## config.mk

```make
export PLATFORM = sky130hd
export DESIGN_NAME = ghost_move_scheduler
export DESIGN_NICKNAME = d
export VERILOG_FILES = /design/src/rtl/ghost_pkg.sv /design/src/rtl/ghost_pos_step.sv /design/src/rtl/ghost_move_scheduler.sv
export SDC_FILE = /design/constraint.sdc
export NUM_CORES = 1
export LEC_CHECK = 0
export BUFFER_PORTS_ARGS = -buffer_cell sky130_fd_sc_hd__buf_4
export CORE_ASPECT_RATIO = 1.75
export CORE_MARGIN = 5
export CORE_UTILIZATION = 65
export CTS_BUF_LIST = sky130_fd_sc_hd__clkbuf_4 sky130_fd_sc_hd__clkbuf_8
export DETAILED_ROUTE_END_ITERATION = 10
export PLACE_DENSITY = 0.88
export SYNTH_ARGS = -nofsm -noshare
export SYNTH_HDL_FRONTEND = slang
export SYNTH_SLANG_ARGS = --single-unit
```

## constraint.sdc

```tcl
create_clock -name clk -period 6.49 [get_ports clk]
set_clock_uncertainty 0.15 [all_clocks]
set_input_delay 0.649 -clock clk [delete_from_list [all_inputs] [get_ports clk]]
set_output_delay 0.649 -clock clk [all_outputs]
set_load 0.005 [all_outputs]
```

## src/rtl/ghost_pkg.sv

```systemverilog
// Shared ghost constants: coordinate and direction widths, one-hot direction codes,
// scheduler FSM encoding and small distance helpers.
// Used by the direction engine, pacman logic and the move scheduler alike.
package ghost_pkg;

    localparam int POS_X_W = 11;
    localparam int POS_Y_W = 10;
    localparam int DIR_W   = 4;

    typedef logic [POS_X_W-1:0] pos_x_t;
    typedef logic [POS_Y_W-1:0] pos_y_t;
    typedef logic [DIR_W-1:0]   dir_t;

    // One-hot direction codes; anything else means "no move".
    localparam dir_t DIR_NONE  = 4'b0000;
    localparam dir_t DIR_RIGHT = 4'b0001;
    localparam dir_t DIR_UP    = 4'b0010;
    localparam dir_t DIR_DOWN  = 4'b0100;
    localparam dir_t DIR_LEFT  = 4'b1000;

    // Scheduler FSM encoding.
    localparam int STATE_W = 3;
    localparam logic [STATE_W-1:0] ST_IDLE    = 3'd0;
    localparam logic [STATE_W-1:0] ST_LOAD    = 3'd1;
    localparam logic [STATE_W-1:0] ST_STEP    = 3'd2;
    localparam logic [STATE_W-1:0] ST_WAIT    = 3'd3;
    localparam logic [STATE_W-1:0] ST_CAPTURE = 3'd4;
    localparam logic [STATE_W-1:0] ST_DONE    = 3'd5;

    // Unsigned |a-b|, larger operand always the minuend so nothing wraps.
    function automatic pos_x_t abs_diff_x(input pos_x_t a, input pos_x_t b);
        return (a >= b) ? (a - b) : (b - a);
    endfunction

    function automatic pos_y_t abs_diff_y(input pos_y_t a, input pos_y_t b);
        return (a >= b) ? (a - b) : (b - a);
    endfunction

endpackage

```

## src/rtl/ghost_pos_step.sv

```systemverilog
// Purpose : next position of one ghost for a requested direction, clamped to the playfield.
// Latency : combinational.
// Ports   : x/y/dir in; next_x/next_y out; dir_valid high only for a one-hot direction.
module ghost_pos_step
    import ghost_pkg::*;
#(
    parameter int unsigned STEP_PX = 1,
    parameter pos_x_t      X_MAX   = 11'd639,
    parameter pos_y_t      Y_MAX   = 10'd479
) (
    input  logic [POS_X_W-1:0] x,
    input  logic [POS_Y_W-1:0] y,
    input  logic [DIR_W-1:0]   dir,
    output logic [POS_X_W-1:0] next_x,
    output logic [POS_Y_W-1:0] next_y,
    output logic               dir_valid
);

    localparam pos_x_t STEP_X = pos_x_t'(STEP_PX);
    localparam pos_y_t STEP_Y = pos_y_t'(STEP_PX);
    // Any coordinate at or beyond these edges would step past the max, so it pins to the max.
    localparam pos_x_t X_EDGE = X_MAX - STEP_X;
    localparam pos_y_t Y_EDGE = Y_MAX - STEP_Y;

    always_comb begin
        next_x    = x;
        next_y    = y;
        dir_valid = 1'b0;
        case (dir)
            DIR_RIGHT: begin
                dir_valid = 1'b1;
                next_x    = (x >= X_EDGE) ? X_MAX : (x + STEP_X);
            end
            DIR_LEFT: begin
                dir_valid = 1'b1;
                next_x    = (x <= STEP_X) ? '0 : (x - STEP_X);
            end
            // Screen coordinates: up decreases y.
            DIR_UP: begin
                dir_valid = 1'b1;
                next_y    = (y <= STEP_Y) ? '0 : (y - STEP_Y);
            end
            DIR_DOWN: begin
                dir_valid = 1'b1;
                next_y    = (y >= Y_EDGE) ? Y_MAX : (y + STEP_Y);
            end
            default: begin
                dir_valid = 1'b0;
            end
        endcase
    end

endmodule

```

## src/rtl/ghost_move_scheduler.sv

```systemverilog
// Purpose : time-multiplexes one direction engine over NUM_GHOSTS ghosts per move tick;
//           owns ghost position/direction state and flags pacman capture.
// Latency : NUM_GHOSTS*(2+2*DIR_LATENCY)+1 cycles from tick to done.
// Ports   : tick/respawn/pacman in; eng_* engine handshake; packed ghost state,
//           busy/done/caught/overrun status out. Ticks while busy are dropped and set overrun.
module ghost_move_scheduler
    import ghost_pkg::*;
#(
    parameter int unsigned NUM_GHOSTS  = 4,
    parameter int unsigned DIR_LATENCY = 2,
    parameter int unsigned STEP_PX     = 1,
    parameter pos_x_t      X_MAX       = 11'd639,
    parameter pos_y_t      Y_MAX       = 10'd479,
    parameter pos_x_t      HOME_X      = 11'd304,
    parameter pos_y_t      HOME_Y      = 10'd224,
    parameter int unsigned HIT_RADIUS  = 8
) (
    input  logic                            clk,
    input  logic                            rst,
    input  logic                            tick,
    input  logic                            respawn,
    input  logic [POS_X_W-1:0]              pacman_x,
    input  logic [POS_Y_W-1:0]              pacman_y,
    output logic [POS_X_W-1:0]              eng_ghost_x,
    output logic [POS_Y_W-1:0]              eng_ghost_y,
    output logic [DIR_W-1:0]                eng_prev_dir,
    output logic                            eng_step,
    input  logic [DIR_W-1:0]                eng_dir,
    output logic [POS_X_W*NUM_GHOSTS-1:0]   ghost_x,
    output logic [POS_Y_W*NUM_GHOSTS-1:0]   ghost_y,
    output logic [DIR_W*NUM_GHOSTS-1:0]     ghost_dir,
    output logic                            busy,
    output logic                            done,
    output logic                            caught,
    output logic                            overrun
);

    localparam int IDX_W = (NUM_GHOSTS > 1) ? $clog2(NUM_GHOSTS) : 1;
    localparam int CNT_W = $clog2(DIR_LATENCY + 1);
    localparam logic [IDX_W-1:0] IDX_LAST = IDX_W'(NUM_GHOSTS - 1);
    localparam logic [CNT_W-1:0] CNT_LAST = CNT_W'(DIR_LATENCY);
    localparam pos_x_t HIT_X = pos_x_t'(HIT_RADIUS);
    localparam pos_y_t HIT_Y = pos_y_t'(HIT_RADIUS);

    logic [STATE_W-1:0] state;
    logic [IDX_W-1:0]   idx;
    logic [CNT_W-1:0]   cnt;

    pos_x_t gx [NUM_GHOSTS];
    pos_y_t gy [NUM_GHOSTS];
    dir_t   gd [NUM_GHOSTS];

    pos_x_t step_x;
    pos_y_t step_y;
    logic   step_valid;
    logic   any_hit;

    // Ghost i starts 16 px to the right of ghost i-1.
    function automatic pos_x_t home_x(input int g);
        return pos_x_t'(HOME_X + 16 * g);
    endfunction

    ghost_pos_step #(
        .STEP_PX (STEP_PX),
        .X_MAX   (X_MAX),
        .Y_MAX   (Y_MAX)
    ) u_pos_step (
        .x         (gx[idx]),
        .y         (gy[idx]),
        .dir       (eng_dir),
        .next_x    (step_x),
        .next_y    (step_y),
        .dir_valid (step_valid)
    );

    always_ff @(posedge clk or negedge rst) begin
        if (!rst) begin
            state        <= ST_IDLE;
            idx          <= '0;
            cnt          <= '0;
            eng_ghost_x  <= '0;
            eng_ghost_y  <= '0;
            eng_prev_dir <= '0;
            overrun      <= 1'b0;
            for (int g = 0; g < int'(NUM_GHOSTS); g++) begin
                gx[g] <= home_x(g);
                gy[g] <= HOME_Y;
                gd[g] <= DIR_NONE;
            end
        end else if (respawn) begin
            // Respawn beats everything, including a same-cycle tick.
            state        <= ST_IDLE;
            idx          <= '0;
            cnt          <= '0;
            eng_ghost_x  <= '0;
            eng_ghost_y  <= '0;
            eng_prev_dir <= '0;
            overrun      <= 1'b0;
            for (int g = 0; g < int'(NUM_GHOSTS); g++) begin
                gx[g] <= home_x(g);
                gy[g] <= HOME_Y;
                gd[g] <= DIR_NONE;
            end
        end else begin
            if (tick && (state != ST_IDLE)) begin
                overrun <= 1'b1;
            end
            case (state)
                ST_IDLE: begin
                    if (tick) begin
                        state <= ST_LOAD;
                    end
                end
                ST_LOAD: begin
                    // Engine inputs stay frozen from here until CAPTURE finishes.
                    eng_ghost_x  <= gx[idx];
                    eng_ghost_y  <= gy[idx];
                    eng_prev_dir <= gd[idx];
                    cnt          <= '0;
                    state        <= ST_STEP;
                end
                ST_STEP: begin
                    cnt   <= cnt + 1'b1;
                    state <= ST_WAIT;
                end
                ST_WAIT: begin
                    state <= (cnt < CNT_LAST) ? ST_STEP : ST_CAPTURE;
                end
                ST_CAPTURE: begin
                    // Invalid directions leave both position and last direction untouched.
                    if (step_valid) begin
                        gx[idx] <= step_x;
                        gy[idx] <= step_y;
                        gd[idx] <= eng_dir;
                    end
                    if (idx == IDX_LAST) begin
                        state <= ST_DONE;
                    end else begin
                        idx   <= idx + 1'b1;
                        state <= ST_LOAD;
                    end
                end
                ST_DONE: begin
                    idx   <= '0;
                    state <= ST_IDLE;
                end
                default: begin
                    state <= ST_IDLE;
                end
            endcase
        end
    end

    // Capture test runs on the live register file; in DONE it already holds the final sweep result.
    always_comb begin
        any_hit = 1'b0;
        for (int g = 0; g < int'(NUM_GHOSTS); g++) begin
            if ((abs_diff_x(gx[g], pacman_x) < HIT_X) && (abs_diff_y(gy[g], pacman_y) < HIT_Y)) begin
                any_hit = 1'b1;
            end
        end
    end

    assign eng_step = (state == ST_STEP);
    assign busy     = (state != ST_IDLE);
    assign done     = (state == ST_DONE);
    assign caught   = done & any_hit;

    for (genvar g = 0; g < int'(NUM_GHOSTS); g++) begin : g_pack
        assign ghost_x[g*POS_X_W +: POS_X_W] = gx[g];
        assign ghost_y[g*POS_Y_W +: POS_Y_W] = gy[g];
        assign ghost_dir[g*DIR_W +: DIR_W]   = gd[g];
    end

endmodule

```

Word level (Yosys, flattened, before mapping)
Index checks and enable logic that the tools add are counted.
{"block": "op_classes", "n_addsub": 22, "multipliers": 0, "div_mod_pow": 0, "order_cmp": 23, "eq_ne": 12, "shift": 0, "mux": 64, "n_bitwise": 2, "reduce_logical": 17}
{"operator": "44-bit 2-to-1 mux", "count": 3}
{"operator": "11-bit 2-to-1 mux", "count": 11}
{"operator": "40-bit 2-to-1 mux", "count": 3}
{"operator": "10-bit 2-to-1 mux", "count": 11}
{"operator": "11-bit subtractor", "count": 8}
{"operator": "10-bit subtractor", "count": 8}
{"operator": "16-bit 2-to-1 mux", "count": 3}
{"operator": "44-bit bitwise mux", "count": 1}
{"operator": "11-bit >= comparator", "count": 4}
{"operator": "11-bit by 4-bit < comparator with 1-bit output (second input constant)", "count": 4}
{"operator": "40-bit bitwise mux", "count": 1}
{"operator": "10-bit >= comparator", "count": 4}
{"operator": "10-bit by 4-bit < comparator with 1-bit output (second input constant)", "count": 4}
{"operator": "11-bit binary-select mux with 2-bit select", "count": 1}
{"operator": "11-bit demux with 2-bit select", "count": 1}
{"operator": "11-bit one-hot mux with 2 select lines", "count": 1}
{"operator": "10-bit binary-select mux with 2-bit select", "count": 1}
{"operator": "10-bit demux with 2-bit select", "count": 1}
{"operator": "4-bit 2-to-1 mux", "count": 5}
{"operator": "10-bit one-hot mux with 2 select lines", "count": 1}
{"operator": "16-bit bitwise mux", "count": 1}
{"operator": "3-bit one-hot mux with 5 select lines", "count": 1}
{"operator": "3-bit 2-to-1 mux", "count": 4}
{"operator": "11-bit by 1-bit adder with 11-bit output (second input constant)", "count": 1}
{"operator": "33 further kinds", "count": 57}
{"block": "totals", "reg_bits": 133, "latch_bits": 0, "mem_bits_rw": 0, "rom_bits": 0, "out_inout_bits": 130, "wordCells": 159, "n_memories": 0}

Logic depth before layout (Yosys ltp)
{"block": "depth", "ltp_word": 11, "depth_mapped": 14}

By module
A second synthesis with hierarchy kept.
{"block": "hier_totals", "hier_cells": 1721, "hier_area_um2": 13772.0}
{"module": "ghost_move_scheduler", "n_inst": 1, "cells_each": 1495, "area_per_inst_um2": 12333.1, "seq_area_each_um2": 3357.0}
{"module": "ghost_pos_step", "n_inst": 1, "cells_each": 226, "area_per_inst_um2": 1438.9, "seq_area_each_um2": 0.0}

Worst setup path after synthesis
OpenSTA, ideal clock, no wires.
{"block": "synth_path", "path_type": "input to output", "start": "in pacman_y[3]", "end": "out caught", "t_arrival_ps": 3684, "slack_ps": 2007, "cell_stages": 12, "n_path_buf": 0, "cell_sequence": "inv_1 > ha_1 > and4_1 > o21a_1 > o311a_1 > o211ai_1 > and4_1 > nor3_1 > or4b_2 > a2111oi_0 > nand4_1 > o221ai_1"}
{"block": "synth_via", "elab_chain_cells": 9, "elab_cells_between_ends": 29, "classes_between": "8 x add/sub; 8 x order compare; 8 x mux; 1 x bitwise; 4 x reduce/logical"}
{"item": "from (decl)", "line_no": "ghost_move_scheduler.sv:23", "source": "input logic [POS_Y_W-1:0] pacman_y,"}
{"item": "10-bit subtractor / 10-bit >= comparator (equally long branches)", "line_no": "ghost_pkg.sv:36", "source": "return (a >= b) ? (a - b) : (b - a);"}
{"item": "10-bit 2-to-1 mux", "line_no": "ghost_pkg.sv:36"}
{"item": "10-bit by 4-bit < comparator with 1-bit output", "line_no": "ghost_move_scheduler.sv:158", "source": "if ((abs_diff_x(gx[g], pacman_x) < HIT_X) && (abs_diff_y(gy[g], pacman_y) < HIT_Y)) begin"}
{"item": "1-bit logical AND", "line_no": "ghost_move_scheduler.sv:158"}
{"item": "1-bit 2-to-1 mux (3 in a row)", "line_no": "ghost_move_scheduler.sv:158"}
{"item": "1-bit 2-to-1 mux (*)", "line_no": "ghost_move_scheduler.sv:158"}
{"item": "1-bit AND (*)", "line_no": "ghost_move_scheduler.sv:167", "source": "assign caught = done & any_hit;"}
{"item": "to (decl)", "line_no": "ghost_move_scheduler.sv:34", "source": "output logic caught,"}
Mark *: on every way between the ends. The rest lies on a longest branch, timed or not.

Final worst setup path
{"block": "layout_path", "start": "reg gy, in the netlist ghost_y[33]", "end": "out caught"}
{"block": "layout_via", "elab_chain_cells": 6, "elab_cells_between_ends": 8, "classes_between": "2 x add/sub; 2 x order compare; 2 x mux; 1 x bitwise; 1 x reduce/logical"}
{"item": "from (decl)", "line_no": "ghost_move_scheduler.sv:50", "source": "pos_y_t gy [NUM_GHOSTS];"}
{"item": "from (signal, indexed assignment)", "line_no": "ghost_move_scheduler.sv:133", "source": "gy[idx] <= step_y;"}
{"item": "10-bit subtractor / 10-bit >= comparator (equally long branches)", "line_no": "ghost_pkg.sv:36"}
{"item": "10-bit 2-to-1 mux (*)", "line_no": "ghost_pkg.sv:36"}
{"item": "10-bit by 4-bit < comparator with 1-bit output (*)", "line_no": "ghost_move_scheduler.sv:158"}
{"item": "1-bit logical AND (*)", "line_no": "ghost_move_scheduler.sv:158"}
{"item": "1-bit 2-to-1 mux (*)", "line_no": "ghost_move_scheduler.sv:158"}
{"item": "1-bit AND (*)", "line_no": "ghost_move_scheduler.sv:167"}
Marks and branches as above.

==> report_table.html <==
<table>
<tr><th>Metric</th><th>Value</th></tr>
<tr><th colspan="2">Critical path</th></tr>
<tr><td>Slowest stage delay, CP</td><td>0.61 ns</td></tr>
<tr><td>Crit-path slowest cell</td><td>or4b_2</td></tr>
<tr><td>Critical path startpoint category</td><td>flip-flop</td></tr>
<tr><td>Kind of critical path</td><td>reg2out</td></tr>
<tr><td>Required arrival time at the worst endpoint</td><td>roughly 5.7 ns</td></tr>
<tr><td>Critical path buffer and inverter count</td><td>1</td></tr>
<tr><td>Type of destination of the critical path</td><td>primary output</td></tr>
<tr><td>WP depth</td><td>12</td></tr>
<tr><td>Arrival time of data at the critical path endpoint</td><td>4.54 ns</td></tr>
<tr><td>Critical Path, Cell by Cell</td><td>ha_1, and4_1, o21a_1, o311a_1, o211a_1, nor4_1, nor3_1, or4b_2, a2111oi_0, nand4_1, o221ai_1, buf_4</td></tr>
<tr><td>Crit path max-delay family</td><td>compound AO/OA/AOI/OAI gates</td></tr>
<tr><td>Length in cells of the worst reg-to-reg path</td><td>8</td></tr>
<tr><td>CP Max Fanout</td><td>8</td></tr>
<tr><th colspan="2">Synth</th></tr>
<tr><td>Syn. warnings</td><td>0</td></tr>
<tr><td>Number of instances in the synthesized netlist</td><td>1,566</td></tr>
<tr><td>Number of flops mapped to enable cells by yosys</td><td>0</td></tr>
<tr><td>Most area-hungry cell type in the Yosys netlist</td><td>dfrtp_1</td></tr>
<tr><td>Distinct cell type count after synthesis</td><td>between 80 and 90</td></tr>
<tr><td>Simple-gate portion of the synthesized area</td><td>17.73%</td></tr>
<tr><td>Compound-gate portion of the synthesized area</td><td>between 20% and 30%</td></tr>
<tr><td>Area share of fa/ha/maj cells after synthesis</td><td>16.21%</td></tr>
<tr><td>Ys async rst share</td><td>100.0%</td></tr>
<tr><td>Main combinational cell family by area after synthesis</td><td>compound AO/OA/AOI/OAI gates</td></tr>
<tr><td>Largest cells by area after synthesis</td><td>dfrtp_1 (21%), ha_1 (16%), dfstp_2 (4.6%), mux4_2 (4.2%), a21oi_1 (4.1%)</td></tr>
<tr><td>Flip-flop and latch count after synthesis</td><td>approximately 130</td></tr>
<tr><td>Proportion of synthesized area in mux cells</td><td>5.898%</td></tr>
<tr><td>Share of Yosys cell area claimed by the top area cell type</td><td>20.73%</td></tr>
<tr><td>Parity-gate share of the synthesized area counting xor and xnor cells</td><td>2.440%</td></tr>
<tr><td>Post-Synthesis Mean Instance Area</td><td>8.480 sq um</td></tr>
<tr><td>Area of the mapped netlist</td><td>13,280 sq um</td></tr>
<tr><td>Top_reg_cell synth</td><td>dfrtp_1</td></tr>
<tr><td>Sequential fraction of the synthesis area</td><td>25.28%</td></tr>
<tr><td>Post-synth net total</td><td>1,767</td></tr>
<tr><th colspan="2">Clocking</th></tr>
<tr><td>CTS HTree Levels</td><td>4</td></tr>
<tr><td>Clock root buffer master</td><td>clkbuf_8</td></tr>
<tr><td>Clock transition at the registers of the reported paths</td><td>0.08 ns</td></tr>
<tr><td>Number of buffers on the longest clock path</td><td>2</td></tr>
<tr><td>Clock latency on the worst-skew pair</td><td>0.48 ns</td></tr>
<tr><td>Number of buffers inserted during clock tree synthesis</td><td>17</td></tr>
<tr><td>TritonCTS clock tree</td><td>yes</td></tr>
<tr><td>Clock net sink count</td><td>133</td></tr>
<tr><td>Resized Gates After CTS</td><td>0</td></tr>
<tr><th colspan="2">Detailed routing</th></tr>
<tr><td>Number of iterations in the first detailed-routing pass</td><td>6</td></tr>
<tr><td>Post-route DRC</td><td>0</td></tr>
<tr><td>Violation count after the first detailed-routing iteration</td><td>1,621</td></tr>
<tr><td>Final wirelength</td><td>49,470 microns</td></tr>
<tr><td>Via density</td><td>around 7</td></tr>
<tr><td>Mean routed wirelength per cell</td><td>25.40 microns</td></tr>
<tr><td>Number of nets still failing antenna checks after routing</td><td>0</td></tr>
<tr><td>Routed vias</td><td>13,920</td></tr>
<tr><th colspan="2">Pwr</th></tr>
<tr><td>Pwr per Cell Area</td><td>134.5 nW/um^2</td></tr>
<tr><td>Leak Pwr</td><td>6.943 nW</td></tr>
<tr><td>Maximum VDD drop</td><td>about 170 uV</td></tr>
<tr><td>Power, Total</td><td>2.018 mW</td></tr>
<tr><th colspan="2">Finish</th></tr>
<tr><td>Relative area change from synthesis to final layout</td><td>12.95%</td></tr>
<tr><td>Share of final-layout standard cells stronger than drive strength 1</td><td>between 10% and 20%</td></tr>
<tr><td>Final std cells w/o fill</td><td>1,948</td></tr>
<tr><td>Final layout net count</td><td>around 1,900</td></tr>
<tr><th colspan="2">Die</th></tr>
<tr><td>Die boundary height</td><td>199.1 microns</td></tr>
<tr><td>Count of pins on the block boundary</td><td>about 160</td></tr>
<tr><td>Starting Density</td><td>65.73%</td></tr>
<tr><td>Die area</td><td>23,500 sq um</td></tr>
<tr><td>Core footprint</td><td>20,200 sq um</td></tr>
<tr><td>Floorplan die width</td><td>118.0 microns</td></tr>
<tr><td>Row count</td><td>roughly 70</td></tr>
<tr><th colspan="2">Placed design</th></tr>
<tr><td>Routability-driven placement congestion ratio</td><td>between 1 and 1.5</td></tr>
<tr><td>Port Buffers</td><td>158</td></tr>
<tr><td>Total instance count after detailed placement</td><td>between 1,500 and 2,000</td></tr>
<tr><td>DP HPWL</td><td>37,810 microns</td></tr>
<tr><th colspan="2">Global route</th></tr>
<tr><td>Global route overflow</td><td>0</td></tr>
<tr><td>Wire length of the first global-routing pass</td><td>75,930 microns</td></tr>
<tr><td>Initial antenna violation count</td><td>1</td></tr>
<tr><td>Maximum number of pins on one net before global-route repair</td><td>86</td></tr>
<tr><td>Total routing resource utilization after global routing</td><td>41.08%</td></tr>
<tr><td>Number of global-route vias before repair</td><td>13,680</td></tr>
<tr><th colspan="2">Timing</th></tr>
<tr><td>Sum of negative setup slack</td><td>0 ns</td></tr>
<tr><td>Crit share post-route</td><td>82.20%</td></tr>
<tr><td>Final Max Slew Viols</td><td>0</td></tr>
<tr><td>Post-layout min period</td><td>around 5.3 ns</td></tr>
<tr><td>Headroom to the max-slew limit</td><td>between 20% and 30%</td></tr>
<tr><td>Final-report hold violation count</td><td>0</td></tr>
<tr><td>Setup violators final</td><td>0</td></tr>
<tr><td>Unrepaired setup endpoints after global routing</td><td>false</td></tr>
<tr><td>Transition at the pin with the smallest max-transition slack</td><td>1.159 ns</td></tr>
<tr><td>Peak Freq</td><td>187.5 MHz</td></tr>
<tr><th colspan="2">Hold path</th></tr>
<tr><td>Worst min-delay path class</td><td>in2reg</td></tr>
<tr><td>Cell depth of the worst hold path</td><td>3</td></tr>
<tr><th colspan="2">Run</th></tr>
<tr><td>Max Cap Violations</td><td>0</td></tr>
<tr><th colspan="2">Run status</th></tr>
<tr><td>Status</td><td>completed</td></tr>
</table>
==> cell usage after synthesis, drive strengths merged (7+ instances only) <==
master	instances
ha	172
inv	139
nor2	128
a21oi	111
dfrtp	110
nand2	94
o21ai	93
clkbuf	56
a22o	47
nor3	46
nand3	32
a21o	28
a211oi	27
o22ai	27
mux4	25
o21a	25
dfstp	23
nor2b	22
nand4	21
xor2	20
nand2b	18
a211o	17
xnor2	17
o211ai	14
or3	14
and2	13
mux2i	13
and3	12
o31ai	12
a31oi	11
nor4	10
nand3b	9
o2111ai	9
or2	9
a21boi	8
a22oi	8
and4	8
buf	8
mux2	8
o41ai	8
o21bai	7
==> power by group <==
part           switching (mW)  total, mW  internal, mW
Combinational           0.279      0.435         0.156
Clock                   0.375      0.741         0.366
Sequential            0.00658      0.842         0.835
==> kinds of logic (layout without fill, tap and decap cells) <==
group | Yosys count | in the layout
AOI/OAI and AO/OA | 513 | 513
xor gates and xnor gates | 37 | 37
adders and majority gates | 172 | 172
buffers and inverters | 203 | 335
DFF | 133 | 133
muxes | 46 | 46
other | 0 | 2
and+or+nand+nor | 462 | 462
==> state kept, by name, summed over array words and instances (netlist names) <==
signal and count:
eng_prev_dir 4, eng_ghost_y 10, ghost_dir 16, idx 2, state 3, ghost_y 40, overrun 1, eng_ghost_x 11
ghost_x 44, cnt 2
==> cell usage in the layout (no fill, tap or decap), drive strengths merged, types with 9 or more instances in the layout <==
| master | n |
|---|---|
| mux2i | 13 |
| nor4 | 10 |
| dfstp | 23 |
| nor2 | 128 |
| inv | 143 |
| o31ai | 12 |
| dfrtp | 110 |
| mux4 | 25 |
| a21o | 28 |
| nand3 | 32 |
| and2 | 13 |
| nor2b | 22 |
| nand3b | 9 |
| o2111ai | 9 |
| clkbuf | 19 |
| o21a | 25 |
| or2 | 9 |
| nor3 | 46 |
| and3 | 12 |
| or3 | 14 |
| ha | 172 |
| buf | 163 |
| nand2 | 94 |
| a21oi | 111 |
| nand2b | 18 |
| xor2 | 20 |
| nand4 | 21 |
| xnor2 | 17 |
| o22ai | 27 |
| a31oi | 11 |
| a211oi | 27 |
| o21ai | 93 |
| a211o | 17 |
| a22o | 47 |
| o211ai | 14 |
==> final timing paths <==
kind	from	end	slack, ns
worst max-delay path	ghost_y[33]	caught	1.16
worst min-delay path	tick	overrun	0.27
worst max register to register	idx[0]	ghost_y[34]	1.65
worst min register to register	cnt[0]	cnt[0]	0.36
max in group asynchronous	rst	idx[0]	4.14
min in group asynchronous	rst	ghost_dir[15]	0.53
==> per-layer routing <==
metal,vias to the layer above,wire [microns],GRT usage [%]
met5,-,61,1.667
met4,2,3691,27.59
met3,273,4538,8.638
met2,943,23850,69.04
met1,6647,17330,46.94
li1,6052,-,-
==> worst register-to-register path: cells and delay by family (launching register included) <==
kind	cells	cell delay [ns]
buffers and inverters	1	0.38
flip-flops	1	0.84
AND/OR/NAND/NOR	3	1.18
multiplexers	1	0.70
AO/OA/AOI/OAI	3	1.40
==> per-stage QoR <==
step / hold slack (ns) / util [%] / instance area (sq um) / setup WS (ns)
after floorplan: 0.2034 / - / 13280 / 2.007
after global placement: 0.3323 / 72.15 / 14580 / 1.262
after detailed placement: 0.3455 / 72.15 / 14580 / 1.277
after CTS: 0.2628 / 74.22 / 14990 / 1.206
after global routing: 0.2835 / 74.22 / 14990 / 0.9458
final: 0.2719 / 74.24 / 15000 / 1.155
==> area by class of cell <==
type	count	area, sq um
multi-input cells	1230	9159
repair buffers	164	1237
diodes	2	5.005
clock inverters	13	145.1
flip-flops and latches	133	3358
well taps	248	310.3
inverters	139	521.8
clock buffers	19	261.5
fillers	1561	5204
==> what timing repair did <==
action,CTS,global route
buffers inserted,0,0
hold buffers,1,0
endpoints found under the hold margin,36,0
Note: power is estimated with default switching activity, not from simulation.
